File: src/rtl/nco_voice_scheduler.sv
// Multi-voice NCO scheduler: one shared synchronous sine LUT is swept across all
// voices once per sample tick, and the enabled voice codes are summed into mix_out.
module nco_voice_scheduler #(
    parameter int unsigned NUM_VOICES = 4,
    parameter int unsigned SAMPLE_DIV = 2500,
    parameter int unsigned FCW_W      = 24,
    parameter int unsigned ADDR_W     = 8,
    parameter int unsigned CODE_W     = 10
) (
    input  logic                                  clk,
    input  logic                                  rst,
    input  logic                                  cfg_we,
    input  logic [$clog2(NUM_VOICES)-1:0]         cfg_voice,
    input  logic [FCW_W-1:0]                      cfg_fcw,
    input  logic [NUM_VOICES-1:0]                 cfg_en,
    output logic [ADDR_W-1:0]                     lut_addr,
    input  logic [CODE_W-1:0]                     lut_data,
    output logic                                  sample_tick,
    output logic                                  busy,
    output logic [CODE_W+$clog2(NUM_VOICES)-1:0]  mix_out,
    output logic                                  mix_valid
);

    localparam int unsigned VOICE_W = $clog2(NUM_VOICES);
    localparam int unsigned MIX_W   = CODE_W + VOICE_W;
    localparam int unsigned DIV_W   = $clog2(SAMPLE_DIV);
    localparam logic [DIV_W-1:0]   LAST_DIV = DIV_W'(SAMPLE_DIV - 1);
    localparam logic [VOICE_W-1:0] LAST_V   = VOICE_W'(NUM_VOICES - 1);

    typedef enum logic [1:0] {IDLE, ISSUE, DRAIN, DONE} state_e;

    state_e               state_q, state_d;
    logic [VOICE_W-1:0]   idx_q, idx_d;
    logic [DIV_W-1:0]     div_q, div_d;
    logic                 sample_tick_q;
    logic [FCW_W-1:0]     phase_q   [NUM_VOICES];
    logic [FCW_W-1:0]     fcw_sh_q  [NUM_VOICES];
    logic [FCW_W-1:0]     fcw_act_q [NUM_VOICES];
    logic [NUM_VOICES-1:0] en_sh_q, en_act_q;
    logic [ADDR_W-1:0]    lut_addr_q;
    logic [MIX_W-1:0]     acc_q, mix_out_q;
    logic                 acc_vld_q, mix_valid_q, busy_q;
    logic [VOICE_W-1:0]   acc_idx_q;

    logic                 load_active_c;
    logic                 nxt_en_c;
    logic [ADDR_W-1:0]    nxt_addr_c;
    logic [MIX_W-1:0]     acc_sum_c;

    // Next-state decode; the active config is captured only when a sweep starts
    always_comb begin
        state_d       = state_q;
        idx_d         = idx_q;
        load_active_c = 1'b0;
        case (state_q)
            IDLE: begin
                if (sample_tick_q) begin
                    state_d       = ISSUE;
                    idx_d         = '0;
                    load_active_c = 1'b1;
                end
            end
            ISSUE: begin
                if (idx_q == LAST_V) state_d = DRAIN;
                else                 idx_d   = VOICE_W'(idx_q + 1'b1);
            end
            DRAIN:   state_d = DONE;
            DONE:    state_d = IDLE;
            default: state_d = IDLE;
        endcase
    end

    // Address for the voice presented next cycle; the first voice sees the shadow enable being loaded
    always_comb begin
        div_d      = (div_q == LAST_DIV) ? '0 : DIV_W'(div_q + 1'b1);
        nxt_en_c   = load_active_c ? en_sh_q[idx_d] : en_act_q[idx_d];
        nxt_addr_c = nxt_en_c ? phase_q[idx_d][FCW_W-1 -: ADDR_W] : '0;
        acc_sum_c  = acc_q;
        if (acc_vld_q && en_act_q[acc_idx_q]) acc_sum_c = MIX_W'(acc_q + MIX_W'(lut_data));
    end

    always_ff @(posedge clk or negedge rst) begin
        if (!rst) begin
            state_q <= IDLE;
            idx_q   <= '0;
        end else begin
            state_q <= state_d;
            idx_q   <= idx_d;
        end
    end

    always_ff @(posedge clk or negedge rst) begin
        if (!rst) begin
            div_q         <= '0;
            sample_tick_q <= 1'b0;
            en_sh_q       <= '0;
            en_act_q      <= '0;
            lut_addr_q    <= '0;
            acc_q         <= '0;
            acc_vld_q     <= 1'b0;
            acc_idx_q     <= '0;
            mix_out_q     <= '0;
            mix_valid_q   <= 1'b0;
            busy_q        <= 1'b0;
            for (int i = 0; i < int'(NUM_VOICES); i++) begin
                phase_q[i]   <= '0;
                fcw_sh_q[i]  <= '0;
                fcw_act_q[i] <= '0;
            end
        end else begin
            div_q         <= div_d;
            sample_tick_q <= (div_d == LAST_DIV);
            en_sh_q       <= cfg_en;
            if (cfg_we) fcw_sh_q[cfg_voice] <= cfg_fcw;
            if (load_active_c) begin
                fcw_act_q <= fcw_sh_q;
                en_act_q  <= en_sh_q;
            end
            if (state_d == ISSUE) lut_addr_q <= nxt_addr_c;
            // Disabled voices are parked at phase zero so they restart cleanly
            if (state_q == ISSUE) begin
                phase_q[idx_q] <= en_act_q[idx_q] ? FCW_W'(phase_q[idx_q] + fcw_act_q[idx_q]) : '0;
            end
            acc_vld_q   <= (state_q == ISSUE);
            acc_idx_q   <= idx_q;
            acc_q       <= (state_q == IDLE) ? '0 : acc_sum_c;
            mix_valid_q <= (state_q == DRAIN);
            if (state_q == DRAIN) mix_out_q <= acc_sum_c;
            busy_q      <= (state_d != IDLE);
        end
    end

    assign lut_addr    = lut_addr_q;
    assign sample_tick = sample_tick_q;
    assign busy        = busy_q;
    assign mix_out     = mix_out_q;
    assign mix_valid   = mix_valid_q;

endmodule
File: config.mk
export PLATFORM = sky130hd
export DESIGN_NAME = nco_voice_scheduler
export DESIGN_NICKNAME = d
export VERILOG_FILES = /design/src/rtl/nco_voice_scheduler.sv
export SDC_FILE = /design/constraint.sdc
export NUM_CORES = 1
export LEC_CHECK = 0
export CAP_MARGIN = 20
export CORE_ASPECT_RATIO = 0.7
export CORE_UTILIZATION = 58
export DETAILED_ROUTE_END_ITERATION = 6
export MAX_ROUTING_LAYER = met4
export PLACE_DENSITY = 0.87
export SYNTH_ARGS = -nofsm -noshare
export SYNTH_HDL_FRONTEND = slang
export SYNTH_SLANG_ARGS = --single-unit
File: constraint.sdc
create_clock -name clk -period 3.9 [get_ports clk]
set_input_delay 0.78 -clock clk [delete_from_list [all_inputs] [get_ports clk]]
set_output_delay 0.78 -clock clk [all_outputs]
set_load 0.02 [all_outputs]
==> results of run 1 <==
[cell type report]
cell class	count	area (um2)	share of cell area, %
Timing Repair Buffer	99	1020	5.38
Multi-Input combinational cell	890	7530	39.7
Inverter	14	52.6	0.277
Clock buffer	49	998	5.27
Tap cell	371	464	2.45
Sequential cell	350	8760	46.2
Clock inverter	8	123	0.647
[metrics by stage]
stage	hold WS (ns)	setup slack [ns]	std cells	utilization, %
final	0.248	0.208	1781	67.6
after detailed placement	0.466	0.149	1723	63.5
after global routing	0.325	0.0136	1781	67.6
after floorplan	0.349	0.304	1326	-
after CTS	0.300	0.123	1780	67.5
after global placement	0.454	0.226	1723	63.5
[cell usage in the layout, fill, tap and decap left out, types with 11 or more instances in the layout]
cell / Yosys / routed
mux4_2: 57 / 57
xor2_1: 11 / 11
nand2_1: 145 / 145
dfrtp_1: 350 / 348
o21a_1: 11 / 11
nand4_1: 16 / 16
a22o_1: 21 / 21
o211ai_1: 14 / 14
mux2_2: 198 / 198
nand3_1: 17 / 17
o21ai_0: 66 / 66
a21oi_1: 53 / 53
xnor2_1: 16 / 16
ha_1: 35 / 34
o31ai_1: 15 / 15
inv_1: 13 / 13
clkbuf_16: 0 / 35
clkdlybuf4s50_1: 0 / 64
buf_4: 2 / 26
nor2_1: 58 / 57
a21o_1: 14 / 14
[flip-flops by register name, indices dropped and copies added, names as in the netlist, 2 cells and up]
signal     flops
fcw_sh_q      96
en_sh_q        4
acc_idx_q      2
lut_addr       8
mix_out       12
en_act_q       4
state_q        2
idx_q          2
div_q         12
fcw_act_q     96
phase_q       96
acc_q         12
[power groups by stage]
stage	Combinational (mW)	Sequential, mW	Clock (mW)
detailed placement	0.376	3.98	0
global placement	0.356	3.96	0
finish	0.371	3.92	3.36
CTS	0.380	3.92	3.41
global route	0.412	3.94	3.56
floorplan	0.204	3.94	0
[layer usage]
metal  vias to the layer above  global-route usage [%]
met5                         -                       -
met4                         0                    8.13
met3                        74                    5.42
met2                       451                    41.5
met1                      5769                    42.1
li1                       5042                       -
[how the worst max path moves through the flow]
stage / startpoint / end / slack, ns / cells past startpoint
after CTS: idx_q[0] / phase_q[94] / 0.12 / 9
final: idx_q[0] / phase_q[41] / 0.21 / 10
after global placement: idx_q[0] / phase_q[94] / 0.23 / 9
after detailed placement: idx_q[0] / phase_q[94] / 0.15 / 9
after floorplan: idx_q[0] / phase_q[13] / 0.30 / 12
after global routing: idx_q[0] / phase_q[89] / 0.01 / 10
[cell families (layout without fill, tap and decap cells)]
logic type | Yosys count | count (layout) | share of synthesized area (%)
flops | 350 | 350 | 52.5
simple gates | 309 | 309 | 8.69
mux | 265 | 265 | 21.7
compound gates | 251 | 251 | 10.2
buf+inv | 86 | 170 | 2.53
fa+ha+maj | 37 | 37 | 2.87
xor+xnor | 28 | 28 | 1.52
[worst max-delay path: cells and delay by family, from the launching register on]
kind | cells | cell delay, ns
AND/OR/NAND/NOR | 2 | 0.59
buffers and inverters | 2 | 0.50
adder cells (fa/ha/maj) | 1 | 0.38
multiplexers | 1 | 0.56
flip-flops | 1 | 0.59
AO/OA/AOI/OAI | 4 | 0.96
[repair_timing]
item | CTS | global route
endpoints found under the setup margin | 0 | 16
buffers inserted | 0 | 1
gates resized for setup | 0 | 6
==> qor.csv, run 1 <==
metric,value,unit
grt_pass1_wl,63.7,mm
worstSetupPathType,reg2reg,
detail_route.vias_per_cell,6.36,
synth_cell_types,75,
highest_layer,met4,
asyncSetResetFlopFracSynth,100,%
power_leakage,8.45,nW
initial_utilization,59.5,%
rr_startpoint,idx_q[0],
crit-reg2reg-capture,phase_q[41],
vdd_drop_max,0.316,mV
detailed_place_hpwl,26.3,mm
cts-root-buf,clkbuf_16,
pwr-share-comb,4.8,%
cap_violations,0,
antenna_left,0,
flow.area_growth_from_synthesis,13.6,%
synth_most_common_cell,dfrtp_1,
max_freq,0.271,GHz
cts_buffer_depth,3,
drt_first_pass_iters,5,
postSynth.topFlopCell,dfrtp_1,
synth.largest_area_cell,dfrtp_1,
route.layer.met1.wl,17.9,mm
worstPathArrival,4.14,ns
drt-wirelength-per-cell,21.9,um
clock_sinks,350,
fin_area,18900,um2
place_congestion,0.919,
worst_pin_slew,0.877,ns
synthesis.area_per_instance,12.6,um2
totalWireLength,39.0,mm
part_of_the_yosys_area_used_for_sequential_elements,52.5,%
intPower,6.00,mW
cp_max_fo,32,
floorplan.rows,51,
die_w,205,um
period_share,94.7,%
placeableCoreArea,28000,um2
diodes,0,
tritoncts_clock_tree,done,
p_per_area,404,nW/um2
total_chip_power,7.65,mW
wl_met2,17.3,mm
wl_met3,2.95,mm
timing.reg2reg.worst_path_depth,10,
critical_path.slowest_cell,dfrtp_4,
grt_setup_unrepaired,false,
grt.total_usage,28.9,%
share_seq_of_total_power,51.2,%
via_count,11336,
finalWorstPathRequiredPeriod,3.69,ns
die_area,29400,um2
hp-class,in2async,
cts_made_buffers,35,
clock_power_share,43.9,%
synthesis.yosys.warnings,0,
die_height,144,um
via_count_of_the_first_global_routing_pass,11439,
yosys_register_bits,350,
reg2reg_slack,0.21,ns
postCtsHoldBufs,0,
grt_max_degree,98,
net-switching-power,1.65,mW
required,4.35,ns
setup_viol,0,
netlist_top_cells_count,"dfrtp_1, mux2_2, nand2_1",
synth.top_cells.by_area,"dfrtp_1, mux2_2, mux4_2",
clock-skew-final,0.0159,ns
drt_iter0_markers,1057,
clk_latency,0.52,ns
critPathLaunchType,flop,
drc,0,
nets,1470,
accumulated_negative_setup_slack,0,ns
top_level_ports,66,
post_synth_instance_area,16700,um2
ctsHtreeMaxLevel,2,
slew_headroom,41.3,%
outcome,"complete, no violations",
crit_chain,"buf_16, mux4_2, ha_1, and2_4, a221o_1, a211oi_1, a21oi_1, nor3_1, buf_4, a22o_1",
syn_inst,1326,
initial_antenna_violation_count,0,
synth_edf_count,0,
clk_pin_slew,0.06,ns
placed_cell_area,17800,um2
yosysTopAreaCellShare,52.5,%
drive_gt1_share,26.0,%
synth.net_count,1406,
worst_path_largest_cell_delay,0.59,ns
grt_remaining_overflow,0,
critical_path.endpoint_type,flop,
sw_share,21.6,%
number_of_hold_violations_in_the_final_report,0,
report.final.slew_viol_count,0,
final.fill_count,1917,
number_of_buffers_inserted_by_port_buffering,65,
Power figures use the tool's default switching activity.
==> run 2, diff against run 1 <==
Settings changed: RECOVER_POWER from default to 25.
==> run 2 against run 1 <==
  * The run now ends with capacitance limit, slew limit left
  * Utilization fell by 0.11 points
  * Sequential share of layout area up 0.074 points
  * Register-to-register slack about the same
  * Global-route usage unchanged
  * Critical endpoint is now phase_q[47]
  * Sequential power barely moved
  * Non-clock buffer count did not move
  * Clock-buffer cell count stayed put
  * Largest power group unchanged
  * Final cell count is the same
  * Hold slack gained 0.23 ns
  * Via count shrank 0.26%
  * Routed wire length barely moved
  * Flip-flop and latch count is the same
==> qor.csv, run 2 (synthesis gave the netlist of run 1 again) <==
metric,value,unit,change
top_level_ports,66,,unchanged
report.final.slew_viol_count,92,,+92
grt_util_met3,5.42,%,unchanged
tritoncts_clock_tree,done,,
accumulated_negative_setup_slack,0,ns,unchanged
clock_sinks,350,,unchanged
final.fill_count,1921,,+0.21%
stdcell_count,1781,,unchanged
drt_iter0_markers,919,,-13%
mostFrequentLayoutCells,"dfrtp_1, mux2_2, nand2_1",,
diodes,0,,unchanged
place_congestion,0.919,,unchanged
p_per_area,404,nW/um2,about the same
die_area,29400,um2,unchanged
grt.total_usage,28.9,%,unchanged
detailed_place_hpwl,26.3,mm,unchanged
initial_utilization,59.5,%,unchanged
intPower,6.00,mW,about the same
via_count,11307,,-0.26%
most_frequent_standard_cell_in_the_layout_excluding_fill_and_tap_cells,dfrtp_1,,
cap_violations,1,,+1
grt_setup_unrepaired,false,,
flow.area_growth_from_synthesis,13.4,%,
initial_antenna_violation_count,0,,unchanged
outcome,"finished, violations left",,
largest_registers,"fcw_act_q (96), fcw_sh_q (96), phase_q (96)",,
finalWorstPathRequiredPeriod,3.69,ns,+0.00130 ns
final.setup.worst_slack,0.207,ns,-0.00130 ns
via_count_of_the_first_global_routing_pass,11439,,unchanged
net-switching-power,1.64,mW,-0.33%
clock-skew-final,0.0168,ns,+0.000846 ns
die_height,144,um,unchanged
placed_cell_area,17800,um2,unchanged
pwr-share-comb,4.8,%,about the same
fin_hold_ws,0.477,ns,+0.229 ns
grt_remaining_overflow,0,,unchanged
worst_pin_slew,2.32,ns,+1.44 ns
detail_route.vias_per_cell,6.35,,-0.26%
number_of_hold_violations_in_the_final_report,0,,unchanged
vdd_drop_max,0.316,mV,about the same
number_of_buffers_inserted_by_port_buffering,65,,unchanged
drt_first_pass_iters,5,,unchanged
worstSetupPathType,reg2reg,,
preCtsSetupSlack,0.149,ns,unchanged
met2_usage,41.5,%,unchanged
setup_viol,0,,unchanged
critPathLaunchType,flop,,
clk_pin_slew,0.06,ns,about the same
drc,0,,unchanged
postCtsHoldBufs,0,,unchanged
numPlacedInstances,1723,,unchanged
cts_made_buffers,35,,unchanged
met1_usage,42.1,%,unchanged
antenna_left,0,,unchanged
totalWireLength,39.0,mm,about the same
clk_latency,0.52,ns,about the same
worstPathArrival,4.09,ns,-0.05 ns
critical_path.slowest_cell,dfrtp_4,,
cts_buffer_depth,3,,unchanged
drt-wirelength-per-cell,21.9,um,about the same
period_share,94.7,%,about the same
timing.critical_path.max_delay_family,compound AO/OA/AOI/OAI gates,,
nets,1470,,unchanged
hp-class,reg2reg,,
drive_gt1_share,26.0,%,-0.071 points
violations,"capacitance limit, slew limit",,
grt_max_degree,98,,unchanged
sw_share,21.5,%,-0.047 points
slew_headroom,-54.6,%,-96 points
critical_path.endpoint_type,flop,,
die_w,205,um,unchanged
clock_power_share,43.9,%,about the same
ctsHtreeMaxLevel,2,,unchanged
cts-root-buf,clkbuf_16,,
required,4.30,ns,-0.05 ns
crit_chain,"buf_16, buf_12, mux4_2, ha_1, nand4_1, or2_2, a2111o_1, and2_4, a221o_1",,
placeableCoreArea,28000,um2,unchanged
power_leakage,8.44,nW,about the same
floorplan.rows,51,,unchanged
max_freq,0.271,GHz,about the same
cp_max_fo,32,,unchanged
fin_area,18900,um2,-0.16%
path_buf_inv,2,,unchanged
grt_pass1_wl,63.7,mm,unchanged
worst_path_largest_cell_delay,0.59,ns,about the same
global_route.peak_usage_layer,met1,,
share_seq_of_total_power,51.3,%,about the same
run 2: cell count changes in the layout (fill, tap and decap cells not counted), sizes merged:
cell / delta
dlygate4sd3: +4
clkdlybuf4s50: -4
clkbuf: +2
buf: -2
run 2: worst paths after layout:
| path | endpoint | depth (start not counted) | from | slack (ns) |
|---|---|---|---|---|
| worst min register to register | phase_q[7] | 2 | phase_q[7] | 0.48 |
| worst max-delay path | phase_q[47] | 9 | idx_q[0] | 0.21 |
| worst min-delay path | phase_q[7] | 2 | phase_q[7] | 0.48 |
| worst max register to register | phase_q[47] | 9 | idx_q[0] | 0.21 |
| max in group asynchronous | fcw_act_q[33] | 2 | rst | 0.91 |
| min in group asynchronous | mix_out[2] | 1 | rst | 0.92 |
run 2: final cells by class:
cell class | count | area, um2 | area share (%)
Clock buffer | 49 | 998 | 5.28
Inverter | 14 | 52.6 | 0.278
Tap cell | 371 | 464 | 2.45
Timing Repair Buffer | 99 | 996 | 5.26
Multi-Input combinational cell | 890 | 7520 | 39.8
Sequential cell | 350 | 8760 | 46.3
Clock inverter | 8 | 123 | 0.648
run 2: layer usage:
layer  wire, um  vias to the layer above
met5          0                        -
met4        903                        0
met3       3030                       81
met2      17200                      444
met1      17800                     5736
li1           -                     5046
run 2: metrics by stage:
step / power [mW] / utilization, %
5_1_grt: 7.91 / 67.5
2_1_floorplan: 4.15 / -
6_report: 7.64 / 67.5
3_3_place_gp: 4.32 / 63.5
4_1_cts: 7.71 / 67.5
3_5_place_dp: 4.36 / 63.5
run 2: power groups by stage:
stage | combinational [mW] | clock, mW | sequential [mW]
2_1_floorplan | 0.204 | 0 | 3.94
3_3_place_gp | 0.356 | 0 | 3.96
3_5_place_dp | 0.376 | 0 | 3.98
4_1_cts | 0.380 | 3.41 | 3.92
5_1_grt | 0.408 | 3.56 | 3.94
6_report | 0.367 | 3.36 | 3.92
run 2: repair_timing:
item                                    CTS  global route
resized for setup                         0             6
buffers inserted                          0             1
endpoints found under the setup margin    0            16
run 2: worst min-delay path, stage by stage (launching register included):
cell	delay (ns)
dfrtp_1	0.34
nand2_1	0.05
o31ai_1	0.05
